File: config.mk
export PLATFORM = sky130hd
export DESIGN_NAME = mem_arbiter
export DESIGN_NICKNAME = d
export VERILOG_FILES = /design/src/rtl/mem_arbiter.sv
export SDC_FILE = /design/constraint.sdc
export NUM_CORES = 1
export LEC_CHECK = 0
export BUFFER_PORTS_ARGS = -buffer_cell sky130_fd_sc_hd__buf_2
export CORE_MARGIN = 3
export CORE_UTILIZATION = 35
export CTS_CLUSTER_DIAMETER = 150
export DETAILED_ROUTE_END_ITERATION = 7
export PLACE_DENSITY = 0.6
export SKIP_CTS_REPAIR_TIMING = 1
export SLEW_MARGIN = 0
export SYNTH_ARGS = -nofsm -noshare
export SYNTH_HDL_FRONTEND = slang
export SYNTH_SLANG_ARGS = --single-unit
File: constraint.sdc
create_clock -name clk -period 1.98 [get_ports clk]
set_clock_uncertainty 0.05 [all_clocks]
set_input_delay 0.495 -clock clk [delete_from_list [all_inputs] [get_ports clk]]
set_output_delay 0.495 -clock clk [all_outputs]
set_load 0.1 [all_outputs]
File: src/rtl/mem_arbiter.sv
// mem_arbiter: two-port round-robin arbiter in front of a single-port RAM.
// Fixed four-cycle transaction: IDLE -> ACCESS -> CAPTURE -> ACK.
`timescale 1ns/1ps
`default_nettype none

module mem_arbiter #(
  parameter int            AW    = 9,
  parameter int            DW    = 12,
  parameter logic [AW-1:0] LIMIT = 9'h1F8
) (
  input  logic          clk,
  input  logic          rstn,
  input  logic          p0_req,
  input  logic          p0_rw,
  input  logic [AW-1:0] p0_addr,
  input  logic [DW-1:0] p0_wdata,
  output logic          p0_ack,
  output logic [DW-1:0] p0_rdata,
  input  logic          p1_req,
  input  logic          p1_rw,
  input  logic [AW-1:0] p1_addr,
  input  logic [DW-1:0] p1_wdata,
  output logic          p1_ack,
  output logic [DW-1:0] p1_rdata,
  output logic          mem_cs,
  output logic          mem_rw,
  output logic [AW-1:0] mem_addr,
  output logic [DW-1:0] mem_din,
  input  logic [DW-1:0] mem_dout,
  output logic [1:0]    gnt,
  output logic          busy
);

  typedef enum logic [1:0] {
    IDLE    = 2'd0,
    ACCESS  = 2'd1,
    CAPTURE = 2'd2,
    ACK     = 2'd3
  } state_t;

  state_t        r_state;
  state_t        w_next;
  logic          r_owner;
  logic          r_last;
  logic          r_rw;
  logic [AW-1:0] r_addr;
  logic [DW-1:0] r_wdata;
  logic [DW-1:0] r_rdata0;
  logic [DW-1:0] r_rdata1;
  logic          w_any;
  logic          w_win;
  logic          w_in_ram;
  logic [DW-1:0] w_cap;

  assign w_any    = p0_req | p1_req;
  assign w_in_ram = (r_addr < LIMIT);
  assign w_cap    = (r_rw && w_in_ram) ? mem_dout : '0;

  always_comb begin
    w_next = r_state;
    w_win  = 1'b0;
    case (r_state)
      IDLE: begin
        // On contention the port that was not granted last wins.
        w_win = (p0_req && p1_req) ? ~r_last : p1_req;
        if (w_any) w_next = ACCESS;
      end
      ACCESS:  w_next = CAPTURE;
      CAPTURE: w_next = ACK;
      ACK:     w_next = IDLE;
      default: w_next = IDLE;
    endcase
  end

  always_ff @(posedge clk or negedge rstn) begin
    if (!rstn) begin
      r_state  <= IDLE;
      r_owner  <= 1'b0;
      r_last   <= 1'b1;
      r_rw     <= 1'b1;
      r_addr   <= '0;
      r_wdata  <= '0;
      r_rdata0 <= '0;
      r_rdata1 <= '0;
    end else begin
      r_state <= w_next;
      if (r_state == IDLE && w_any) begin
        r_owner <= w_win;
        r_last  <= w_win;
        r_rw    <= w_win ? p1_rw    : p0_rw;
        r_addr  <= w_win ? p1_addr  : p0_addr;
        r_wdata <= w_win ? p1_wdata : p0_wdata;
      end
      if (r_state == CAPTURE) begin
        if (r_owner) r_rdata1 <= w_cap;
        else         r_rdata0 <= w_cap;
      end
    end
  end

  assign mem_cs   = (r_state == ACCESS) && w_in_ram;
  assign mem_rw   = (r_state == ACCESS) ? r_rw : 1'b1;
  assign mem_addr = r_addr;
  assign mem_din  = r_wdata;
  assign p0_ack   = (r_state == ACK) && !r_owner;
  assign p1_ack   = (r_state == ACK) &&  r_owner;
  assign p0_rdata = r_rdata0;
  assign p1_rdata = r_rdata1;
  assign busy     = (r_state != IDLE);
  assign gnt      = (r_state == IDLE) ? 2'b00 : (r_owner ? 2'b10 : 2'b01);

endmodule

`default_nettype wire

After elaboration in Yosys (flattened, before gate mapping)
Cells that the tools add are included.
{"block": "totals", "ff_bits": 50, "latch_bits": 0, "ramBits": 0, "rom_bits": 0, "input_bits": 60, "n_memories": 0}
{"block": "op_classes", "addsub": 0, "multipliers": 0, "n_div": 0, "n_lt_le_gt_ge": 1, "eq_ne": 4, "shifts": 0, "mux": 11, "n_bitwise": 3, "reduce_logical": 11}
{"op": "2-to-1 mux 12 bit", "n": 2}
{"op": "< comparator 9 bit (second input constant)", "n": 1}
{"op": "2-to-1 mux 9 bit", "n": 1}
{"op": "one-hot mux 2 bit (4 select lines)", "n": 1}
{"op": "logical AND 1 bit", "n": 6}
{"op": "2-to-1 mux 2 bit", "n": 3}
{"op": "equality test 2 bit (second input constant)", "n": 2}
{"op": "2-to-1 mux 1 bit", "n": 4}
{"op": "AND reduction 2 bit", "n": 2}
{"op": "equality test 2 x 1 -> 1 bit (second input constant)", "n": 1}
{"op": "zero test 2 bit", "n": 1}
{"op": "!= test 2 bit (second input constant)", "n": 1}
{"op": "inverter 1 bit", "n": 2}
{"op": "nonzero test 2 bit", "n": 1}
{"op": "zero test 1 bit", "n": 1}
{"op": "OR 1 bit", "n": 1}

Depth between registers and ports, before layout
Gate-level depths: netlist of the first run.
{"block": "logic_depth", "ltp_word": 4, "ltp_mapped": 7, "ltp_nobuf": 5}

Worst setup path after synthesis of the first run
OpenSTA, ideal clock, no wires.
{"block": "synth_path", "kind": "reg-to-output", "start": "register r_addr[3], in the netlist mem_addr[3]", "end": "output port mem_cs", "arrival_ns": 2.437, "t_required_ns": 1.435, "path_slack_ns": -1.002, "stages_incl_launch_ff": 4, "cell_sequence": "dfrtp_1 > nand4_1 > nor2_1 > nor2b_1"}
{"block": "synth_between", "elab_chain_len": 2}
{"item": "start, declared", "line_no": "46", "rtl": "logic [AW-1:0] r_addr;"}
{"item": "start signal, assigned", "line_no": "91", "rtl": "r_addr <= w_win ? p1_addr : p0_addr;"}
{"item": "< comparator 9 bit", "line_no": "56", "rtl": "assign w_in_ram = (r_addr < LIMIT);"}
{"item": "logical AND 1 bit", "line_no": "101", "rtl": "assign mem_cs = (r_state == ACCESS) && w_in_ram;"}
{"item": "end, declared", "line_no": "25", "rtl": "output logic mem_cs,"}
Every way passes these cells.

Worst setup path after layout of the first run
{"block": "layout_path", "start": "register r_state[1]", "end": "output port gnt[1]"}
{"block": "layout_between", "elab_chain_len": 2}
{"item": "start, declared", "line_no": "41", "rtl": "state_t r_state;"}
{"item": "start signal, assigned", "line_no": "86", "rtl": "r_state <= w_next;"}
{"item": "zero test 2 bit", "line_no": "110", "rtl": "assign gnt = (r_state == IDLE) ? 2'b00 : (r_owner ? 2'b10 : 2'b01);"}
{"item": "2-to-1 mux 2 bit", "line_no": "110"}
{"item": "end, declared", "line_no": "30", "rtl": "output logic [1:0] gnt,"}
Every way passes these cells.

==> results of run 1 <==
cells by family after synthesis:
family	share of synthesized area, %
buffers and inverters	6.05
DFF	51.4
and+or+nand+nor	20.6
AOI/OAI and AO/OA	18.4
muxes	1.03
adders and majority gates	2.57
path summary, 6_finish.rpt:
path,startpoint,end,depth (start not counted)
max,r_state[1],gnt[1],5
max reg2reg,r_state[1],mem_din[1],5
min,p0_rw,r_rw,3
max in group asynchronous,rstn,r_rw,3
min in group asynchronous,rstn,p1_rdata[3],2
min reg2reg,p1_rdata[0],p1_rdata[0],2
layer usage:
metal | vias to the layer above | global-route usage (%) | wire [um]
met5 | - | 0 | 0
met4 | 0 | 3.65 | 72
met3 | 7 | 6.08 | 582
met2 | 91 | 25.7 | 2670
met1 | 971 | 19.3 | 2670
li1 | 1092 | - | -
cells in the final DEF, fill, tap and decap left out:
cell           count
clkbuf_4           2
nand2_1           38
nor2_2             1
ha_1               4
dfstp_2            2
mux2i_1            1
nand2_4            1
buf_2            104
nor2_1            23
nand2b_2           1
or3b_1            22
clkbuf_1           2
nor2_4             2
or3_4              1
nor2b_2            1
and2_1             1
inv_2              3
ha_4               1
nand4_1            1
o21ai_1            8
a31oi_1           22
buf_12             6
and2_4             1
buf_4              6
dlygate4sd3_1      1
o21a_1             1
o21ai_0           14
mux2_4             1
dfrtp_1           48
o31ai_1           24
nor2b_4            1
o22ai_1            2
inv_1              2
clkbuf_8           5
nand2b_1           1
buf_6              1
layout make-up:
| class | count | area, sq um |
|---|---|---|
| Clock buffer | 7 | 76.3 |
| Inverter | 5 | 18.8 |
| Timing Repair Buffer | 120 | 722 |
| Multi-Input combinational cell | 173 | 1080 |
| Tap cell | 77 | 96.3 |
| Fill cell | 628 | 3280 |
| Sequential cell | 50 | 1250 |
worst reg2reg max path: stages, from the launching register on:
cell and delay, ns:
dfrtp_1 0.44, inv_2 0.12, ha_4 0.17, nand2_4 0.22
or3b_1 0.44, a31oi_1 0.18
state kept, by name, indices dropped and copies added, names as in the netlist:
name	cells
mem_din	12
p0_rdata	12
p1_rdata	12
mem_addr	9
r_state	2
r_last	1
r_owner	1
r_rw	1
through the flow:
step | utilization (%) | hold WS (ns)
after global routing | 49.7 | 0.404
after floorplan | - | 0.149
after detailed placement | 48.1 | 0.235
after CTS | 49.2 | -0.0855
after global placement | 48.1 | 0.236
final | 49.7 | 0.384
==> results.txt, run 1 <==
count leader, synth: dfrtp_1
count of mapped cells out of synthesis: 250
width of the die: 89.5 um
maximum root-to-sink buffer count: 2
clock net sink count: 50
dominant synthesized flop cell: dfrtp_1
type of the tightest min-delay check: primary input to flop
Post-Synthesis Net Count: 315
initial core utilization: 37.3%
fraction of the cycle the final worst path needs: 98.5%
Async S/R FF share, synth: 100%
final HPWL from detailed placement: 4.37 mm
antenna violations before repair: 0
data arrival time at the worst-slack endpoint: 1.41 ns
global placement routability congestion: 0.747
count of buffering cells on the critical path with inverters included: 3
final hold violation count: 0
average wire per cell in the routed design: 13.9 um
cell area reported after detailed placement: 3140 sq um
final worst-path setup slack: 0.0289 ns
Netlist Area Pre-Place: 2440 sq um
via count: 2,161
wire length of the first global-routing pass: 9.69 mm
number of placed cells counting well taps: 424
Cell variety after synth: 26
count of flip-flops with a built-in enable after synthesis: 0
Post-route DRC: 0
critical path data required time: 1.43 ns
overall die area: 8000 sq um
cell family with most CP delay: flip-flops
root cell of the clock tree: clkbuf_8
Setup TNS Final: 0 ns
critical-path cell with the highest stage delay: dfrtp_1
number of H-tree branching levels: 2
Floorplan Core Area: 6530 sq um
total clock buffers created by CTS: 5
sequential-to-total area share from yosys stat: 51.4%
CTS tree: yes
series of cell instances along the critical path: inv_2, ha_4, buf_6, nor2_4, buf_12
pre-CTS setup slack: 0.188 ns
most frequent cells after synthesis: 48 x dfrtp_1, 38 x nand2_1, 26 x nor2_1
max incr delay on CP: 0.43 ns
leading area contributor after synthesis: dfrtp_1
mean area per synthesized cell: 9.75 sq um
routed wire length: 5.99 mm
fraction of final layout cells with drive strength greater than 1: 39.4%
highest fanout seen on the critical path: 4
Setup crit end kind: output pin
Antenna diodes: 0
insertion delay to the later sink of the worst-skew pair: 0.29 ns
clock-pin slew reported for the worst setup and hold paths after clock tree synthesis: 0.08 ns
critical path start-end classification: flop to output pin
number of antenna-violating nets in the routed design: 0
headroom to the max-slew limit: 65.6%
via density per instance: 5.00
largest cells by area after synthesis: dfrtp_1 49%, or3b_1 7.9%, o31ai_1 7.4%, nand2_1 5.8%, a31oi_1 5.6%
Final nets: 420
flip-flop and latch count after synthesis: 50
final setup fails: 0
number of top-level pins: 112
remaining global-route overflow: 0
fraction of post-synthesis cell area in the top cell type by area: 49.3%
Yosys warning total: 0
height of the chip: 89.5 um
status: finished clean
initial detailed-routing violation count: 56
final std cells w/o fill: 432
Worst R2R Setup Slack: 0.29 ns
fin area: 3250 sq um
via count of the first global-routing pass: 2,096
Cell Rows: 29
achievable frequency: 513 MHz
setup repair after global routing missed its margin: yes
Final Max Slew Viols: 0
GRT Total Usage: 15.6%
Critical Path Start Type: flop
post-route minimum period: 1.95 ns
layout-stage area growth over the synthesis result: 33.1%
transition time at the pin with the least slew margin: 0.519 ns
largest net degree at the start of global routing: 47
number of iterations in the first detailed-routing pass: 4
number of buffer cells added on primary ports: 111
max-cap check violation count: 0
Power of run 1 is not shown: default switching activity piles up to over one toggle a cycle in this logic, so the estimate is an artifact.
==> inputs of run 2 (changes only) <==
--- a/config.mk
+++ b/config.mk
@@ -10,6 +10,7 @@
 export CORE_UTILIZATION = 35
 export CTS_CLUSTER_DIAMETER = 150
 export DETAILED_ROUTE_END_ITERATION = 7
+export GPL_TIMING_DRIVEN = 0
 export PLACE_DENSITY = 0.6
 export SKIP_CTS_REPAIR_TIMING = 1
 export SLEW_MARGIN = 0
==> results.txt, run 2 (synthesis gave the netlist of run 1 again) <==
final HPWL from detailed placement: 4.88 mm (+12%)
final hold violation count: 0 (unchanged)
critical path start-end classification: flop to output pin
RR Startpoint: r_state[0]
CTS tree: yes
Setup crit end kind: output pin
type of the tightest min-delay check: primary input to asynchronous set/reset pin
total clock buffers created by CTS: 5 (unchanged)
via density per instance: 5.04 (+0.81%)
number of iterations in the first detailed-routing pass: 4 (unchanged)
clock net sink count: 50 (unchanged)
average wire per cell in the routed design: 14.8 um (+7.1%)
fin area: 3270 sq um (+0.77%)
clock-pin slew reported for the worst setup and hold paths after clock tree synthesis: 0.09 ns (about the same)
via count of the first global-routing pass: 2,227 (+6.3%)
GRT Total Usage: 17.3% (+1.7 points)
headroom to the max-slew limit: 26.4% (-39 points)
antenna violations before repair: 0 (unchanged)
fraction of the cycle the final worst path needs: 97.7% (-0.86 points)
global-route met3 utilization: 5.35% (-0.74 points)
Antenna diodes: 0 (unchanged)
achievable frequency: 517 MHz (+0.88%)
insertion delay to the later sink of the worst-skew pair: 0.30 ns (about the same)
remaining global-route overflow: 0 (unchanged)
Crit. Startpoint: r_rw
Cell Rows: 29 (unchanged)
number of top-level pins: 112 (unchanged)
Critical Path Start Type: flop
final std cells w/o fill: 444 (+2.8%)
critical path data required time: 1.43 ns (about the same)
count of buffering cells on the critical path with inverters included: 1 (-2)
series of cell instances along the critical path: nand2b_2, buf_6
critical-path cell with the highest stage delay: dfstp_4
number of placed cells counting well taps: 438 (+3.3%)
root cell of the clock tree: clkbuf_8
initial core utilization: 37.3% (unchanged)
fraction of met2 tracks used by global routing: 26.5% (+0.80 points)
setup repair after global routing missed its margin: yes
most common cell after layout, fill and taps aside: buf_2
transition time at the pin with the least slew margin: 1.10 ns (+0.584 ns)
worst r2r dst: mem_addr[2]
number of antenna-violating nets in the routed design: 0 (unchanged)
global placement routability congestion: 0.791 (+6.0%)
Final nets: 432 (+2.9%)
layout-stage area growth over the synthesis result: 34.2%
largest net degree at the start of global routing: 51 (+8.5%)
max-cap check violation count: 0 (unchanged)
post-route minimum period: 1.93 ns (-0.0169 ns)
width of the die: 89.5 um (unchanged)
data arrival time at the worst-slack endpoint: 1.39 ns (-0.02 ns)
Post-route DRC: 0 (unchanged)
Final Max Slew Viols: 0 (unchanged)
fraction of final layout cells with drive strength greater than 1: 39.8% (+0.35 points)
initial detailed-routing violation count: 41 (-27%)
final setup fails: 0 (unchanged)
highest fanout seen on the critical path: 14 (+10)
number of H-tree branching levels: 2 (unchanged)
Worst Reg-to-Reg Cells: 6 (+1)
status: finished clean
cell family with most CP delay: flip-flops
leading cell types in the layout, fill and taps excluded: 111 x buf_2, 48 x dfrtp_1, 38 x nand2_1
wire length of the first global-routing pass: 10.6 mm (+9.1%)
GR met1 Demand/Resource: 23.3% (+3.9 points)
routed wire length: 6.59 mm (+10%)
number of buffer cells added on primary ports: 111 (unchanged)
height of the chip: 89.5 um (unchanged)
max incr delay on CP: 0.72 ns (+0.29 ns)
via count: 2,239 (+3.6%)
most crowded layer after global routing: met2
Worst R2R Setup Slack: 0.30 ns (about the same)
overall die area: 8000 sq um (unchanged)
Floorplan Core Area: 6530 sq um (unchanged)
cell area reported after detailed placement: 3120 sq um (-0.68%)
maximum root-to-sink buffer count: 2 (unchanged)
-- run 2: cell count changes in the layout (fill, tap and decap cells not counted), sizes merged --
cell / delta
buf: +5
dlygate4sd3: -1
clkbuf: +8
-- run 2: final cells by class --
class | count | area (sq um)
Tap cell | 77 | 96.3
Fill cell | 632 | 3260
Sequential cell | 50 | 1260
Clock buffer | 7 | 86.3
Buffer | 21 | 125
Timing Repair Buffer | 111 | 601
Multi-Input combinational cell | 173 | 1090
Inverter | 5 | 18.8
-- run 2: metal layers --
| layer | routed length, um | vias up |
|---|---|---|
| met4 | 68 | 0 |
| met1 | 2980 | 1015 |
| met2 | 2910 | 104 |
| met5 | 0 | - |
| met3 | 627 | 5 |
| li1 | - | 1115 |
-- run 2: worst max path at each step --
stage          endpoint  slack, ns  depth (start not counted)
2_1_floorplan    mem_cs      -0.25                          3
3_3_place_gp     mem_rw      -0.18                          3
3_5_place_dp     mem_rw      -0.16                          3
4_1_cts          mem_rw      -0.51                          3
5_1_grt          mem_rw     -0.006                          2
6_report         mem_rw       0.05                          2
-- run 2: through the flow --
stage	setup TNS (ns)	setup slack [ns]	hold WS, ns	utilization, %
2_1_floorplan	-1.90	-0.247	0.149	-
6_report	0	0.0459	0.338	50.1
3_5_place_dp	-0.163	-0.163	0.411	47.7
3_3_place_gp	-0.177	-0.177	0.406	47.7
4_1_cts	-1.52	-0.510	0.394	49.1
5_1_grt	-0.0110	-0.00575	0.411	50.1
Power of run 2 is left out for the same reason.
==> inputs of run 3 (changes only) <==
--- a/config.mk
+++ b/config.mk
@@ -7,11 +7,10 @@
 export LEC_CHECK = 0
 export BUFFER_PORTS_ARGS = -buffer_cell sky130_fd_sc_hd__buf_2
 export CORE_MARGIN = 3
-export CORE_UTILIZATION = 35
+export CORE_UTILIZATION = 47
 export CTS_CLUSTER_DIAMETER = 150
 export DETAILED_ROUTE_END_ITERATION = 7
-export GPL_TIMING_DRIVEN = 0
-export PLACE_DENSITY = 0.6
+export PLACE_DENSITY = 0.77
 export SKIP_CTS_REPAIR_TIMING = 1
 export SLEW_MARGIN = 0
 export SYNTH_ARGS = -nofsm -noshare
==> results.txt, run 3 (synthesis gave the netlist of run 1 again) <==
status: finished clean
worst hold slack: 0.0532 ns (-0.285 ns)
number of antenna-violating nets in the routed design: 0 (unchanged)
GRT Total Usage: 18.8% (+1.5 points)
max-cap check violation count: 0 (unchanged)
Floorplan Core Area: 4880 sq um (-25%)
number of top-level pins: 112 (unchanged)
layout-stage area growth over the synthesis result: 36.1%
insertion delay to the later sink of the worst-skew pair: 0.29 ns (about the same)
final HPWL from detailed placement: 3.99 mm (-18%)
number of H-tree branching levels: 2 (unchanged)
total clock buffers created by CTS: 5 (unchanged)
type of the tightest min-delay check: primary input to asynchronous set/reset pin
number of buffer cells added on primary ports: 111 (unchanged)
initial detailed-routing violation count: 63 (+54%)
final hold violation count: 0 (unchanged)
Post-route DRC: 0 (unchanged)
fraction of final layout cells with drive strength greater than 1: 41.3% (+1.6 points)
antenna violations before repair: 0 (unchanged)
headroom to the max-slew limit: 65.9% (+39 points)
highest fanout seen on the critical path: 3 (-11)
transition time at the pin with the least slew margin: 0.514 ns (-0.589 ns)
achievable frequency: 517 MHz (about the same)
data arrival time at the worst-slack endpoint: 1.39 ns (about the same)
Cell Rows: 25 (-14%)
clock net sink count: 50 (unchanged)
average wire per cell in the routed design: 13.0 um (-13%)
height of the chip: 78.0 um (-13%)
via count: 2,182 (-2.5%)
CTS tree: yes
Antenna diodes: 0 (unchanged)
routed wire length: 5.52 mm (-16%)
most common cell after layout, fill and taps aside: buf_2
post-route minimum period: 1.94 ns (+0.00140 ns)
critical path data required time: 1.43 ns (about the same)
via density per instance: 5.13 (+1.8%)
leading cell types in the layout, fill and taps excluded: 104 x buf_2, 48 x dfrtp_1, 38 x nand2_1
root cell of the clock tree: clkbuf_8
number of inserted filler cells in the final layout: 414 (-34%)
Final nets: 422 (-2.3%)
final setup fails: 0 (unchanged)
global placement routability congestion: 0.707 (-11%)
largest net degree at the start of global routing: 47 (-7.8%)
maximum root-to-sink buffer count: 2 (unchanged)
fraction of the cycle the final worst path needs: 97.8% (about the same)
via count of the first global-routing pass: 2,045 (-8.2%)
wire length of the first global-routing pass: 9.20 mm (-13%)
pre-CTS setup slack: 0.200 ns (+0.363 ns)
final worst-path setup slack: 0.0445 ns (-0.00140 ns)
overall die area: 6090 sq um (-24%)
Final Max Slew Viols: 0 (unchanged)
Setup crit end kind: output pin
remaining global-route overflow: 0 (unchanged)
clock-pin slew reported for the worst setup and hold paths after clock tree synthesis: 0.09 ns (about the same)
width of the die: 78.0 um (-13%)
critical path start-end classification: flop to output pin
Critical Path Start Type: flop
number of iterations in the first detailed-routing pass: 4 (unchanged)
Storage cell area: 1250 sq um (-0.30%)
initial core utilization: 50.0% (+13 points)
multi-input gate area in the final layout: 1080 sq um (-0.23%)
[run 3: changes by cell type in the layout (fill, tap and decap cells not counted), sizes merged]
cell	change
bufinv	+1
clkbuf	-12
clkinv	+2
[run 3: layout make-up]
class / count / area share (%)
flip-flops and latches: 50 / 37.8
multi-input cells: 173 / 32.7
repair buffers: 122 / 23.2
well taps: 67 / 2.53
clock buffers: 5 / 2.07
clock inverters: 3 / 1.21
inverters: 5 / 0.566
[run 3: routing by layer]
metal	up-vias	track usage (%)	share of wire [%]
met1	980	23.1	41
met5	-	0	0
met2	96	31.0	47
met3	9	6.31	10
li1	1097	-	-
met4	0	6.29	2.0
[run 3: final timing paths]
| kind | slack (ns) | cells after the start | start | end |
|---|---|---|---|---|
| worst min register to register | 0.43 | 2 | p1_rdata[11] | p1_rdata[11] |
| worst max-delay path | 0.04 | 4 | r_state[1] | mem_cs |
| worst max register to register | 0.29 | 5 | r_state[1] | mem_din[5] |
| max in group asynchronous | 1.30 | 2 | rstn | p1_rdata[7] |
| worst min-delay path | 0.05 | 1 | rstn | p0_rdata[2] |
| min in group clk | 0.40 | 3 | p0_rw | r_rw |
[run 3: stage by stage]
stage	util [%]	cell area, sq um	instances	setup TNS [ns]
4_1_cts	66.5	3250	422	-0.204
2_1_floorplan	-	2470	250	-1.90
3_3_place_gp	64.3	3140	414	0
5_1_grt	68.0	3320	425	-0.00440
3_5_place_dp	64.3	3140	414	0
6_report	68.0	3320	425	0
[run 3: critical path, cell delays in order (launching register included)]
cell and delay [ns]:
dfrtp_1 0.42, inv_2 0.12, ha_2 0.22, nor2b_4 0.17, buf_12 0.18
Power of run 3 is left out for the same reason.
